[src/rtl/nibble_serial_adder.sv]
// Multi-cycle WIDTH-bit adder/subtractor: one 4-bit slice per clock, LSB nibble first,
// with the slice carry registered between cycles and a start/busy/done handshake.
module nibble_serial_adder #(
    parameter int unsigned WIDTH = 32
) (
    input  logic             clk,
    input  logic             rst,
    input  logic             start,
    input  logic             sub,
    input  logic [WIDTH-1:0] A,
    input  logic [WIDTH-1:0] B,
    input  logic             cin,
    output logic             busy,
    output logic             done,
    output logic [WIDTH-1:0] sum,
    output logic             cout,
    output logic             ovf
);

    localparam int unsigned NSLICE = WIDTH / 4;
    localparam int unsigned IDXW   = (NSLICE > 1) ? $clog2(NSLICE) : 1;

    typedef enum logic [1:0] {
        IDLE = 2'd0,
        RUN  = 2'd1,
        DONE = 2'd2
    } state_t;

    state_t                      state_q, state_d;
    logic [NSLICE-1:0][3:0]      a_q;
    logic [NSLICE-1:0][3:0]      bx_q;
    logic [NSLICE-1:0][3:0]      sum_q;
    logic                        carry_q;
    logic [IDXW-1:0]             idx_q;

    logic                        accept;
    logic                        last;
    logic [3:0]                  a_nib;
    logic [3:0]                  b_nib;
    logic [4:0]                  slice;
    logic                        msb_cin;

    assign sum = sum_q;

    // State register
    always_ff @(posedge clk or posedge rst) begin
        if (rst) begin
            state_q <= IDLE;
        end else begin
            state_q <= state_d;
        end
    end

    // Next-state logic and the current nibble slice
    always_comb begin
        state_d = state_q;
        accept  = 1'b0;
        last    = 1'b0;
        a_nib   = a_q[idx_q];
        b_nib   = bx_q[idx_q];
        slice   = 5'(a_nib) + 5'(b_nib) + 5'(carry_q);
        msb_cin = a_nib[3] ^ b_nib[3] ^ slice[3];
        case (state_q)
            IDLE: begin
                if (start) begin
                    accept  = 1'b1;
                    state_d = RUN;
                end
            end
            RUN: begin
                if (idx_q == IDXW'(NSLICE - 1)) begin
                    last    = 1'b1;
                    state_d = DONE;
                end
            end
            DONE: state_d = IDLE;
            default: state_d = IDLE;
        endcase
    end

    // Operand capture, per-nibble accumulation and result flags
    always_ff @(posedge clk or posedge rst) begin
        if (rst) begin
            a_q     <= '0;
            bx_q    <= '0;
            sum_q   <= '0;
            carry_q <= 1'b0;
            idx_q   <= '0;
            busy    <= 1'b0;
            done    <= 1'b0;
            cout    <= 1'b0;
            ovf     <= 1'b0;
        end else if (accept) begin
            a_q     <= A;
            bx_q    <= B ^ {WIDTH{sub}};
            carry_q <= sub ? 1'b1 : cin;
            idx_q   <= '0;
            sum_q   <= '0;
            busy    <= 1'b1;
        end else if (state_q == RUN) begin
            sum_q[idx_q] <= slice[3:0];
            carry_q      <= slice[4];
            if (last) begin
                cout <= slice[4];
                ovf  <= msb_cin ^ slice[4];
                done <= 1'b1;
            end else begin
                idx_q <= idx_q + IDXW'(1);
            end
        end else if (state_q == DONE) begin
            done <= 1'b0;
            busy <= 1'b0;
        end
    end

endmodule

[config.mk]
export PLATFORM = sky130hd
export DESIGN_NAME = nibble_serial_adder
export DESIGN_NICKNAME = d
export VERILOG_FILES = /design/src/rtl/nibble_serial_adder.sv
export SDC_FILE = /design/constraint.sdc
export NUM_CORES = 1
export LEC_CHECK = 0
export BUFFER_PORTS_ARGS = -buffer_cell sky130_fd_sc_hd__buf_2
export CORE_MARGIN = 10
export CORE_UTILIZATION = 50
export DETAILED_ROUTE_END_ITERATION = 6
export GPL_ROUTABILITY_DRIVEN = 1
export PLACE_DENSITY = 0.85
export SYNTH_ARGS = -nofsm -noshare
export SYNTH_HDL_FRONTEND = slang
export SYNTH_SLANG_ARGS = --single-unit
[constraint.sdc]
create_clock -name clk -period 3.5 [get_ports clk]
set_input_delay 0.175 -clock clk [delete_from_list [all_inputs] [get_ports clk]]
set_output_delay 0.175 -clock clk [all_outputs]
set_load 0.05 [all_outputs]
# [Word-level counts from Yosys, hierarchy flattened]
# Cells that the tools add are included.
[word_totals] inputBits=69 register_bits=106 word_cells=86
[op_classes] mux=27 magnitude_cmp=2 n_eq_ne=8 n_addsub=3 bitwise=5 reduce_logical=10
[op_table] op="32-bit 2-to-1 mux" count=2
[op_table] op="32-bit bitwise mux" count=1
[op_table] op="32-bit bitwise XOR" count=1
[op_table] op="4-bit binary-select mux with 3-bit select" count=2
[op_table] op="4-bit demux with 3-bit select" count=1
[op_table] op="1-bit 2-to-1 mux" count=12
[op_table] op="4-bit 2-to-1 mux" count=3
[op_table] op="2-bit != test (second input constant)" count=5
[op_table] op="3-bit 2-to-1 mux" count=3
[op_table] op="2-bit AND reduction" count=3
[op_table] op="3-bit AND reduction" count=2
[op_table] op="2-bit nonzero test" count=3
[op_table] op="4-bit by 4-bit adder with 5-bit output" count=1
[op_table] op="5-bit by 1-bit adder with 5-bit output" count=1
[op_table] op="3-bit by 4-bit less-than comparator with 1-bit output (second input constant)" count=1
[op_table] op="2-bit 2-to-1 mux" count=2
[op_table] op="2-bit one-hot mux with 2 select lines" count=1
[op_table] op="3-bit by 1-bit adder with 3-bit output (second input constant)" count=1
[op_table] op="3-bit equality test (second input constant)" count=1
[op_table] op="3-bit by 1-bit >= comparator with 1-bit output (second input constant)" count=1
[op_table] op="1-bit bitwise XOR" count=3
[op_table] op="2-bit by 1-bit equality test with 1-bit output (second input constant)" count=1
[op_table] op="2-bit equality test (second input constant)" count=1
[op_table] op="2-bit logical NOT" count=1
[op_table] op="2 further kinds" count=2

# [Depth between registers and ports, before layout]
# Gate-level depths: netlist of the first run.
[logic_depth] depth_word=7 ltp_mapped=12 depth_no_buf=10

# [Worst setup path after synthesis of the first run]
# No wires, ideal clock.
[synth_timing] path_type="reg2reg" start="register idx_q[1]" end="register sum_q (netlist bit sum[6])" path_stages_with_launch=12 setup_ns=0.122 arrival_ns=2.788 path_slack_ns=0.590 path_buffers=2 required_time_ns=3.378 path_cell_list="dfrtp_1 > buf_6 > buf_6 > nor2b_1 > a221oi_1 > a21oi_1 > a211o_1 > fa_1 > fa_1 > xnor2_1 > nor4_2 > a32o_1"
[synth_between] elab_chain_len=7 word_cells_on_any_way=14
[synth_rtl] item="start: declaration" line_no="34" rtl="logic [IDXW-1:0] idx_q;"
[synth_rtl] item="start signal: assignment" line_no="108" rtl="idx_q <= idx_q + IDXW'(1);"
[synth_rtl] item="4-bit binary-select mux with 3-bit select, or another cell as far along" line_no="59" rtl="a_nib = a_q[idx_q];"
[synth_rtl] item="4-bit 2-to-1 mux (implied by the code), or another cell as far along" line_no="59"
[synth_rtl] item="4-bit by 4-bit adder with 5-bit output or 4-bit 2-to-1 mux (tied branches)" line_no="61, 101"
[synth_rtl] item="5-bit by 1-bit adder with 5-bit output or 4-bit demux with 3-bit select (tied branches)" line_no="61, 101"
[synth_rtl] item="32-bit bitwise mux (*)" line_no="101" rtl="sum_q[idx_q] <= slice[3:0];"
[synth_rtl] item="32-bit 2-to-1 mux (*)" line_no="100" rtl="end else if (state_q == RUN) begin"
[synth_rtl] item="32-bit 2-to-1 mux (*)" line_no="93" rtl="end else if (accept) begin"
[synth_rtl] item="end signal: indexed assignment" line_no="101"
[synth_rtl] item="end: declaration" line_no="32" rtl="logic [NSLICE-1:0][3:0] sum_q;"
# Mark *: on every way between the ends. The rest lies on a longest branch, timed or not. The select of a mux whose other input is x is not followed.
# A chain may end at the register's enable or synchronous reset.

# [Final worst setup path of the first run]
# Ends and elaborated chain as after synthesis.

==> results_dict.tcl, run 1 <==
set metrics [dict create \
    async_flop_share_pct 100 \
    fin_crit_sh_pct 92.3 \
    drc 0 \
    p_leak_nw 3.03 \
    yosysSeqAreaShare_pct 51.2 \
    clkTransAtPathRegs_ns 0.10 \
    insertion_delay_ns 0.36 \
    holdPathStages 3 \
    yosys.area.top_type "dfrtp_1" \
    ctsLongestPathBuffers 2 \
    wl_um 12100 \
    yosysTopAreaCellShare_pct 51.2 \
    diodes 0 \
    netSwitchingFraction_pct 45.5 \
    yosysWarnings 0 \
    port_buffers 104 \
    utilization_pct 59.7 \
    rr_startpoint "idx_q[1]" \
    netlist_instances 515 \
    p_switching_mw 2.68 \
    min_to "a_q[21]" \
    fmax_mhz 310 \
    skew_ns 0.0105 \
    min_period_ns 3.23 \
    slowest_delay_ns 0.57 \
    p_seq_share_pct 34.7 \
    status "completed" \
    vias 3956 \
    drv_slew 0 \
    routabilityCongestion 0.828 \
    post_drt_wl_per_cell_um 16.1 \
    path_cells "buf_4 -> and2_1 -> a22oi_1 -> a21oi_1 -> a211o_1 -> fa_1 -> fa_1 -> xnor2_2 -> nor4_2 -> a32o_1" \
    finalSetupViolCount 0 \
    core_area_um2 10200 \
    synth_nets 595 \
    reg2reg_setup_slack_ns 0.27 \
    post-dp-hpwl_um 8980 \
    cts_root_buf "clkbuf_8" \
    synth_edf_count 0 \
    relSlewSlack_pct 30.2 \
    viasPerCell 5.26 \
    pwr-share-comb_pct 51.7 \
    htreeDepth 3 \
    crit_slowest_cell "dfrtp_1" \
    dieArea_um2 14800 \
    numCtsBuffers 9 \
    nNetsFinal 691 \
    drv_cap 0 \
    ios 105 \
    end_kind "register" \
    start_kind "register" \
    synth_area_per_cell_um2 10.1 \
    drt_iter0_markers 248 \
    tightest_slew_ns 1.05 \
    grt_overflow 0 \
    grt_max_degree 115 \
    antenna_found_initial 0 \
    synth_flop_cell "dfrtp_1" \
    vdd_drop_max_v 0.000502 \
    start_util_pct 50.8 \
    track_usage_pct 16.3 \
    finalHoldViolCount 0 \
    grt_pass1_wl_um 19700 \
    areaGrowthSynthToFinish_pct 17.3 \
    r2r_cells 10 \
    arrival_ns 3.53 \
    die_h_um 122 \
    firstDrtPassIters 4 \
    hold_start "A[21]" \
    cts_num_sinks 106 \
    worstPathRequired_ns 3.80 \
    hp-class "in -> reg" \
    synthTopCellsByArea "dfrtp_1 (51%), nand2_1 (11%), xnor2_1 (5.8%)" \
    path_max_fanout 13 \
    timing.setup.tns_ns 0 \
    rr_endpoint "sum[6]" \
    grt_pass1_vias 4062 \
    cts_tree "yes" \
    drive_gt1_share_pct 25.8 \
    die_w_um 122 \
    p_clk_share_pct 13.6 \
    num_rows 37 \
    power.density_nw_per_um2 970 \
    ant_nets 0 \
    grt_setup_unrepaired "false" \
    ys_types 47 \
    p_int_mw 3.21 \
    syn-cell-area_um2 5180 \
    critPathMostFrequentCell "fa_1" \
    ys_ff_latch 106 \
    worstSetupPathType "reg -> reg" \
]
## cell usage in the layout, fill, tap and decap left out, drive strengths merged, types with 3 or more instances in the layout
master       instances
a21oi               16
a22oi                4
a32o                 4
buf                112
clkbuf              13
dfrtp              106
dlygate4sd3          9
ha                   9
inv                  6
mux2                 8
mux2i               13
mux4                10
nand2              147
nand3               17
nor2                25
nor2b                7
o21ai               38
o22ai                3
o31ai                6
xnor2               34
## how the worst max path moves through the flow
stage,from,to,slack (ns)
after CTS,idx_q[1],sum[6],0.15
final,idx_q[1],sum[6],0.27
after global placement,idx_q[1],sum[10],0.30
after global routing,idx_q[1],sum[6],0.04
after detailed placement,idx_q[1],sum[6],0.17
after floorplan,rst,a_q[0],0.54
## power groups by stage
| stage | Sequential, mW | Combinational (mW) | Clock [mW] |
|---|---|---|---|
| after CTS | 2.04 | 3.00 | 0.809 |
| final | 2.05 | 3.05 | 0.799 |
| after global routing | 2.10 | 3.32 | 0.867 |
| after detailed placement | 2.06 | 2.98 | 0 |
| after global placement | 2.04 | 2.87 | 0 |
| after floorplan | 2.23 | 2.06 | 0 |
## sequential cells by signal (all words and copies together), names as in the netlist
signal	count
cout	1
a_q	32
bx_q	32
idx_q	3
done	1
busy	1
ovf	1
sum	32
carry_q	1
state_q	2
## cell usage after synthesis, types with 3 or more instances
library cell,number
nand2_1,147
a21oi_1,15
nor2b_1,7
inv_1,6
dfrtp_1,106
o31ai_1,6
buf_2,8
mux4_2,10
a32o_1,4
xnor2_1,34
nand3_1,15
a22oi_1,4
nor2_1,23
ha_1,9
mux2i_1,13
mux2_2,7
buf_6,4
o22ai_1,3
o21ai_0,38
clkbuf_1,22
## worst max-delay path, delay by kind of cell, from the launching register on
family / cells / cell delay (ns)
adders and majority gates: 2 / 0.88
buffers and inverters: 1 / 0.25
AOI/OAI and AO/OA: 4 / 0.77
xor gates and xnor gates: 1 / 0.21
DFF: 1 / 0.57
and+or+nand+nor: 2 / 0.49
## layer usage
layer	routed length (um)	share of wire (%)	global-route usage [%]
met3	778	6.4	4.72
met2	5860	48	26.3
met4	197	1.6	5.59
met1	5260	43	20.5
met5	0	0	0
## per-stage QoR
stage                     cells  setup slack (ns)  total power [mW]  instance area [um2]  hold WS, ns
final                       752             0.270              5.89                 6080      0.00365
after global routing        752            0.0420              6.29                 6080      0.00251
after CTS                   752             0.151              5.86                 6070     0.000464
after detailed placement    727             0.174              5.04                 5760        0.371
after global placement      727             0.299              4.91                 5760        0.369
after floorplan             515             0.536              4.29                 5180        0.280
## final cells by class
cell class                      instances  area (um2)
Clock buffer                           13         169
Clock inverter                          3        46.3
Fill cell                             854        4110
Inverter                                6        25.0
Multi-Input combinational cell        367        2330
Sequential cell                       106        2650
Tap cell                              136         170
Timing Repair Buffer                  121         683
## kinds of logic after synthesis
| family | count (synthesis) | synth area share, % |
|---|---|---|
| compound gates | 81 | 9.64 |
| xor+xnor | 36 | 6.23 |
| fa+ha+maj | 11 | 2.95 |
| buf+inv | 42 | 4.11 |
| flops | 106 | 51.2 |
| mux | 31 | 8.67 |
| simple gates | 208 | 17.2 |
## repair_timing
action,in CTS,in global routing
hold buffers,9,0
endpoints found under the setup margin,0,4
gates resized for setup,0,1
setup buffers,0,0
endpoints found under the hold margin,47,0
Note: power is estimated with default switching activity, not from simulation.
==> run 2, diff against run 1 <==
--- a/config.mk
+++ b/config.mk
@@ -7,10 +7,10 @@
 export LEC_CHECK = 0
 export BUFFER_PORTS_ARGS = -buffer_cell sky130_fd_sc_hd__buf_2
 export CORE_MARGIN = 10
-export CORE_UTILIZATION = 50
+export CORE_UTILIZATION = 55
 export DETAILED_ROUTE_END_ITERATION = 6
 export GPL_ROUTABILITY_DRIVEN = 1
-export PLACE_DENSITY = 0.85
+export PLACE_DENSITY = 0.91
 export SYNTH_ARGS = -nofsm -noshare
 export SYNTH_HDL_FRONTEND = slang
 export SYNTH_SLANG_ARGS = --single-unit
==> results_dict.tcl, run 2 (synthesis results as in run 1) <==
set metrics [dict create \
    status "completed" \
    grt_max_degree 79 \
    fin_crit_sh_pct 93.8 \
    met1_usage_pct 24.3 \
    ios 105 \
    grt_pass1_wl_um 21100 \
    cts_tree "yes" \
    grt_util_met2_pct 31.3 \
    reg2reg_setup_slack_ns 0.22 \
    cts_root_buf "clkbuf_8" \
    num_rows 35 \
    core_area_um2 9200 \
    min_to "a_q[24]" \
    slowest_delay_ns 0.55 \
    drive_gt1_share_pct 25.1 \
    r2r_cells 8 \
    clkTransAtPathRegs_ns 0.10 \
    drt_iter0_markers 315 \
    firstDrtPassIters 5 \
    ctsLongestPathBuffers 2 \
    path_max_fanout 11 \
    fin_hold_ws_ns 0.00693 \
    diodes 0 \
    port_buffers 104 \
    viasPerCell 5.53 \
    htreeDepth 3 \
    insertion_delay_ns 0.38 \
    rr_startpoint "idx_q[1]" \
    post_drt_wl_per_cell_um 17.3 \
    cts_num_sinks 106 \
    wl_um 12900 \
    fmax_mhz 305 \
    vdd_drop_max_v 0.000530 \
    critPathMostFrequentCell "fa_1" \
    worstPathRequired_ns 3.77 \
    rr_endpoint "sum[2]" \
    nNetsFinal 708 \
    regArea_um2 2650 \
    end_kind "register" \
    path_cells "buf_4 -> mux4_2 -> mux2_2 -> fa_1 -> fa_1 -> xnor2_1 -> nor4_2 -> a32o_1" \
    ant_nets 0 \
    utilization_pct 67.0 \
    holdPathStages 3 \
    grt_pass1_vias 4292 \
    drv_slew 0 \
    relSlewSlack_pct 44.3 \
    numCtsBuffers 9 \
    p_leak_nw 3.08 \
    skew_ns 0.0113 \
    dieArea_um2 13700 \
    routabilityCongestion 0.863 \
    track_usage_pct 19.4 \
    crit_slowest_cell "dfrtp_1" \
    hold_start "A[24]" \
    worstSetupPathType "reg -> reg" \
    grt_overflow 0 \
    grt.busiest_layer "met2" \
    hp-class "in -> reg" \
    vias 4115 \
    min_period_ns 3.28 \
    post-dp-hpwl_um 9480 \
    start_kind "register" \
    die_w_um 117 \
    antenna_found_initial 0 \
    drv_cap 0 \
    grt_setup_unrepaired "false" \
    finalHoldViolCount 0 \
    grt_use_met3_pct 5.05 \
    layout_commonest_cell "nand2_1" \
    arrival_ns 3.56 \
    tightest_slew_ns 0.836 \
    finalSetupViolCount 0 \
    drc 0 \
    die_h_um 117 \
    areaGrowthSynthToFinish_pct 18.9 \
    layout.cells.most_common_list "nand2_1 (146), dfrtp_1 (106), buf_2 (104)" \
    fill_cells 646 \
    start_util_pct 56.3 \
    timing.setup.tns_ns 0 \
    power.density_nw_per_um2 948 \
    cts_resized 0 \
    multi_input_area_um2 2320 \
]
[run 2: cell types whose count changed in the layout (fill, tap and decap cells not counted), moves of 2 or more]
cell and delta:
buf_4 +4, clkbuf_1 +2, clkbuf_8 -3, dlygate4sd3_1 +14
[run 2: final cells by class]
type / count / share of cell area [%]
Clock buffer: 12 / 2.19
Clock inverter: 4 / 0.833
Sequential cell: 106 / 43.1
Tap cell: 111 / 2.26
Inverter: 6 / 0.406
Timing Repair Buffer: 138 / 13.5
Multi-Input combinational cell: 367 / 37.7
[run 2: critical path: cells and delay by family (launching register included)]
kind	cells	cell delay [ns]
adders and majority gates	2	0.84
AOI/OAI and AO/OA	1	0.24
muxes	2	0.78
buffers and inverters	1	0.22
DFF	1	0.55
xor gates and xnor gates	1	0.43
and+or+nand+nor	1	0.12
[run 2: worst max-delay path by stage]
stage / startpoint / end / depth (start not counted)
after floorplan: rst / a_q[0] / 1
after global placement: idx_q[1] / sum[6] / 8
after detailed placement: idx_q[1] / sum[2] / 8
after CTS: idx_q[1] / sum[2] / 8
after global routing: idx_q[0] / sum[10] / 9
final: idx_q[1] / sum[2] / 8
[run 2: what timing repair did]
action / in CTS / in global routing
buffers inserted: 0 / 0
hold buffers: 21 / 2
endpoints found under the hold margin: 72 / 2
[run 2: metrics by stage]
stage	instance area, um2	setup WS, ns	instances	total power, mW
2_1_floorplan	5180	0.536	515	4.29
3_3_place_gp	5740	0.374	705	4.91
3_5_place_dp	5740	0.259	705	5.07
4_1_cts	6140	0.225	742	5.83
5_1_grt	6160	0.0697	744	6.21
6_report	6160	0.216	744	5.84
[run 2: routing by layer]
metal / part of all wire, % / routed length (um) / vias to the layer above
met2: 48 / 6230 / 178
li1: - / - / 1948
met4: 2.7 / 352 / 0
met1: 41 / 5310 / 1959
met3: 7.6 / 979 / 30
met5: 0 / 0 / -
[run 2: power breakdown]
group	switching [mW]	internal, mW
Sequential	0.344	1.70
Clock	0.408	0.334
Combinational	1.95	1.11
